File: src/rtl/data_mem_responder.sv
// Word-addressed data memory answering CPU load/store requests after a fixed
// wait, with a one-cycle ready pulse and an error flag for rejected accesses.
module data_mem_responder #(
   parameter int unsigned WAIT_CYCLES = 2,
   parameter int unsigned DEPTH_WORDS = 64
) (
   input  logic        clk,
   input  logic        rst_n,
   input  logic        MemRead,
   input  logic        MemWrite,
   input  logic [31:0] addr_mem,
   input  logic [31:0] write_mem,
   output logic [31:0] read_mem,
   output logic        mem_ready,
   output logic        mem_error
);

   localparam int unsigned AW        = $clog2(DEPTH_WORDS);
   localparam logic [3:0]  WAIT_INIT = 4'(WAIT_CYCLES);

   typedef enum logic [1:0] {IDLE, WAIT, RESP} state_t;

   state_t      r_state;
   logic [3:0]  r_cnt;
   logic [31:0] r_addr;
   logic [31:0] r_wdata;
   logic        r_rd;
   logic        r_wr;
   logic        r_err;
   logic [31:0] r_mem [DEPTH_WORDS];

   logic          w_req;
   logic          w_cur_rd;
   logic          w_cur_wr;
   logic          w_cur_err;
   logic          w_enter_resp;
   logic [31:0]   w_cur_addr;
   logic [31:0]   w_cur_wdata;
   logic [AW-1:0] w_idx;

   // With zero wait cycles the commit edge is the accept edge, so the
   // transaction is taken straight from the inputs while still in IDLE.
   always_comb begin
      w_req        = MemRead | MemWrite;
      w_cur_addr   = (r_state == IDLE) ? addr_mem  : r_addr;
      w_cur_wdata  = (r_state == IDLE) ? write_mem : r_wdata;
      w_cur_rd     = (r_state == IDLE) ? MemRead   : r_rd;
      w_cur_wr     = (r_state == IDLE) ? MemWrite  : r_wr;
      w_idx        = w_cur_addr[AW+1:2];
      w_cur_err    = (w_cur_addr[1:0] != 2'b00)
                   | (w_cur_addr[31:AW+2] != '0)
                   | (w_cur_rd & w_cur_wr);
      w_enter_resp = ((r_state == IDLE) && w_req && (WAIT_CYCLES == 0))
                   | ((r_state == WAIT) && (r_cnt == 4'd1));
   end

   always_ff @(posedge clk or negedge rst_n) begin
      if (!rst_n) begin
         r_state   <= IDLE;
         r_cnt     <= '0;
         r_addr    <= '0;
         r_wdata   <= '0;
         r_rd      <= 1'b0;
         r_wr      <= 1'b0;
         r_err     <= 1'b0;
         mem_ready <= 1'b0;
         mem_error <= 1'b0;
      end else begin
         mem_ready <= (r_state == RESP);
         mem_error <= (r_state == RESP) & r_err;
         case (r_state)
            IDLE: begin
               if (w_req) begin
                  r_addr  <= addr_mem;
                  r_wdata <= write_mem;
                  r_rd    <= MemRead;
                  r_wr    <= MemWrite;
                  r_err   <= w_cur_err;
                  r_cnt   <= WAIT_INIT;
                  r_state <= (WAIT_CYCLES == 0) ? RESP : WAIT;
               end
            end
            WAIT: begin
               r_cnt <= r_cnt - 4'd1;
               if (r_cnt == 4'd1) r_state <= RESP;
            end
            RESP:    r_state <= IDLE;
            default: r_state <= IDLE;
         endcase
      end
   end

   always_ff @(posedge clk or negedge rst_n) begin
      if (!rst_n) begin
         for (int unsigned i = 0; i < DEPTH_WORDS; i++) r_mem[i] <= '0;
         read_mem <= '0;
      end else if (w_enter_resp && !w_cur_err) begin
         if (w_cur_wr)      r_mem[w_idx] <= w_cur_wdata;
         else if (w_cur_rd) read_mem     <= r_mem[w_idx];
      end
   end

endmodule
File: config.mk
export PLATFORM = sky130hd
export DESIGN_NAME = data_mem_responder
export DESIGN_NICKNAME = d
export VERILOG_FILES = /design/src/rtl/data_mem_responder.sv
export SDC_FILE = /design/constraint.sdc
export NUM_CORES = 2
export LEC_CHECK = 0
export CORE_ASPECT_RATIO = 2
export CORE_MARGIN = 1.5
export CORE_UTILIZATION = 34
export DETAILED_ROUTE_END_ITERATION = 6
export GPL_ROUTABILITY_DRIVEN = 1
export PLACE_DENSITY = 0.5
export REMOVE_ABC_BUFFERS = 1
export SLEW_MARGIN = 5
export SYNTH_ARGS = -nofsm -noshare
export SYNTH_HDL_FRONTEND = slang
export SYNTH_SLANG_ARGS = --single-unit
export TNS_END_PERCENT = 5
File: constraint.sdc
create_clock -name clk -period 5.22 [get_ports clk]
set_input_delay 0.783 -clock clk [delete_from_list [all_inputs] [get_ports clk]]
set_output_delay 0.783 -clock clk [all_outputs]
set_load 0.01 [all_outputs]
==> load_flow_metrics.sql <==
INSERT INTO impl_metrics (metric_group, metric, value, unit) VALUES
('sta', 'final_worst_setup_slack', '0.520', 'ns'),
('cells_and_area', 'nNetsFinal', '9532', ''),
('sta', 'clock.fmax', '0.213', 'GHz'),
('logic_synthesis', 'number_of_synthesized_flops_with_an_enable_pin', '0', ''),
('floorplan', 'top_level_ports', '102', ''),
('logic_synthesis', 'most_numerous_cell_types_in_the_synthesized_netlist', 'nand2_1, dfrtp_1, o21ai_1, a22oi_1, buf_6', ''),
('floorplan', 'initial_core_util', '0.341', ''),
('sta', 'setup_tns', '0', 'ns'),
('logic_synthesis', 'yosys.cell_types.count', '86', ''),
('logic_synthesis', 'asyncSetResetFlopFracSynth', '1.00', ''),
('pwr', 'p_per_area', '454', 'nW/µm²'),
('hold_path', 'hp-class', 'in -> reg', ''),
('logic_synthesis', 'seq_area_frac_synth', '0.561', ''),
('drt', 'drt_first_pass_iters', '7', ''),
('pwr', 'leakage', '44.9', 'nW'),
('floorplan', 'die_w', '379', 'µm'),
('cells_and_area', 'layout_cells_sized_above_1', '0.102', ''),
('clock_network', 'cts-root-to-sink-buffers', '4', ''),
('drt', 'routed-via-count', '78400', ''),
('cells_and_area', 'layoutNonFillerInstCount', '13400', ''),
('placement', 'globalplace.congestion', '0.870', ''),
('sta', 'setup_viol', '0', ''),
('flow_run', 'maxCapViolations', '0', ''),
('clock_network', 'cts.sink_count', '2155', ''),
('status', 'failed_checks', 'DRC', ''),
('logic_synthesis', 'synth_area_per_cell', '9.91', 'µm²'),
('sta', 'finalCriticalPeriod', '4.70', 'ns'),
('sta', 'final-hold-violation-count', '0', ''),
('cells_and_area', 'area_growth_syn_to_layout', '11.1', '%'),
('worst_setup_path', 'critPathArrivalTime', '5.44', 'ns'),
('clock_network', 'cts_tree', 'done', ''),
('logic_synthesis', 'synthTopCellsByArea', 'dfrtp_1, nand2_1, o21ai_1', ''),
('status', 'outcome', 'finished with violations', ''),
('global_route', 'maximum_number_of_pins_on_one_net_before_global_route_repair', '159', ''),
('pwr', 'worst_ir_drop_vdd', '750', 'µV'),
('cells_and_area', 'postLayoutCoreUtil', '0.379', ''),
('global_route', 'gr-total-overflow', '0', ''),
('placement', 'dp_worst_setup_slack', '0.315', 'ns'),
('drt', 'totalWireLength', '434', 'mm'),
('hold_path', 'min_path_cells', '3', ''),
('sta', 'fin_skew', '0.0807', 'ns'),
('drt', 'detail_route.wl_per_cell', '32.4', 'µm'),
('worst_setup_path', 'cell_by_cell_trace_of_the_critical_path', 'buf_4 > o21ai_4 > nand2_4 > buf_4 > nand2_1 > a21oi_1 > a2111oi_0 > buf_4 > o21ai_0 > nor4_1 > a31oi_1', ''),
('global_route', 'grt_pass1_wl', '608', 'mm'),
('logic_synthesis', 'synth_largest_area_cell', 'dfrtp_1', ''),
('clock_network', 'clkSlewWorstSetupHoldPaths', '0.07', 'ns'),
('worst_setup_path', 'critical_path_required', '5.96', 'ns'),
('sta', 'rsz_0062_raised_after_global_routing', 'false', ''),
('logic_synthesis', 'synth_top_cell_area_share', '0.561', ''),
('logic_synthesis', 'ys.warnings.count', '0', ''),
('sta', 'slew-limit-headroom', '0.152', ''),
('sta', 'report.final.slew_viol_count', '0', ''),
('drt', 'postRouteAntennaNets', '0', ''),
('global_route', 'grt_pass1_vias', '74600', ''),
('logic_synthesis', 'yosysMostFrequentCell', 'nand2_1', ''),
('worst_setup_path', 'critPathMostFrequentCell', 'buf_4', ''),
('floorplan', 'core', '282000', 'µm²'),
('sta', 'hold_ws', '0.425', 'ns'),
('placement', 'placedCellCount', '13000', ''),
('clock_network', 'ctsRootBufferMaster', 'clkbuf_16', ''),
('clock_network', 'tritoncts.num_buffers', '216', ''),
('global_route', 'grt_use_total', '0.300', ''),
('logic_synthesis', 'synth_top_flop_cell', 'dfrtp_1', ''),
('clock_network', 'htreeDepth', '4', ''),
('logic_synthesis', 'synth.cell_area', '96100', 'µm²'),
('worst_setup_path', 'worst_setup_path_end_kind', 'register', ''),
('logic_synthesis', 'netlist_instances', '9698', ''),
('worst_setup_path', 'critical_path_class', 'reg -> reg', ''),
('drt', 'route.detailed.drc', '12', ''),
('floorplan', 'floorplan.rows', '276', ''),
('worst_setup_path', 'reg2reg_depth', '11', '');
-- registers in the layout (all words and copies together), names as in the netlist --
name / flops
r_mem: 2048
r_addr: 32
r_wdata: 32
read_mem: 32
r_cnt: 4
r_state: 2
mem_error: 1
mem_ready: 1
r_err: 1
r_rd: 1
r_wr: 1
-- where the power goes --
group          switching, W  internal, W
logic                0.0123      0.00252
registers          0.000299       0.0170
clock network       0.00714      0.00916
-- layer usage --
layer,track usage,vias up,wire length [µm]
met1,0.390,39300,172000
met5,0,-,132
met3,0.0527,1050,35600
met4,0.163,18,27600
met2,0.472,3952,198000
li1,-,34100,-
-- cell families after synthesis --
family	Yosys count	share of synthesized area
adders and majority gates	2	0.000260
and+or+nand+nor	3052	0.139
xor gates and xnor gates	1	0.0000911
AOI/OAI and AO/OA	3444	0.216
muxes	136	0.0147
DFF	2155	0.561
buffers and inverters	908	0.0692
-- through the flow --
stage	instance area, µm²	power (W)
global route	107000	0.0491
global placement	99600	0.0319
CTS	107000	0.0480
detailed placement	99600	0.0319
finish	107000	0.0484
floorplan	89500	0.0224
-- worst max-delay path, delay by kind of cell, from the launching register on --
kind	cells	cell delay [ns]
buf+inv	3	0.97
compound gates	5	1.72
simple gates	3	1.27
flops	1	0.57
-- cells in the final DEF (no fill, tap or decap), drive strengths merged, types with 105 or more instances in the layout --
| master | instances |
|---|---|
| a21oi | 124 |
| clkbuf | 312 |
| dfrtp | 2155 |
| a22oi | 462 |
| a221oi | 130 |
| nand2 | 2682 |
| a31oi | 127 |
| o21ai | 2270 |
| a22o | 105 |
| buf | 348 |
| mux2i | 112 |
-- worst paths after layout --
kind	slack [ns]	startpoint	to
setup / recovery	0.52	r_state[0]$_DFFE_PN0P_	read_mem[13]$_DFFE_PN0P_
hold / removal	0.43	addr_mem[2]	r_addr[2]$_DFFE_PN0P_
setup reg to reg	0.52	r_state[0]$_DFFE_PN0P_	read_mem[13]$_DFFE_PN0P_
hold reg to reg	0.47	r_addr[17]$_DFFE_PN0P_	r_addr[17]$_DFFE_PN0P_
max in group asynchronous	2.97	rst_n	r_mem[1065]$_DFFE_PN0P_
min in group asynchronous	0.51	rst_n	r_mem[1599]$_DFFE_PN0P_
-- repair_timing --
| action | 4_1_cts | 5_1_grt |
|---|---|---|
| endpoints found under the setup margin | 0 | 0 |
| hold buffers | 1 | 0 |
| resized for setup | 0 | 0 |
| hold endpoints to repair | 71 | 0 |
| setup buffers | 0 | 0 |
-- layout make-up --
| class | count | area [µm²] |
|---|---|---|
| fill | 28600 | 175000 |
| antenna | 14 | 35.0 |
| clock inverter | 67 | 783 |
| timing repair buffer | 447 | 4680 |
| sequential | 2155 | 53900 |
| tap | 3753 | 4700 |
| multi-input combinational | 6635 | 36300 |
| inverter | 7 | 26.3 |
| clock buffer | 312 | 6330 |
Power figures use the tool's default switching activity.
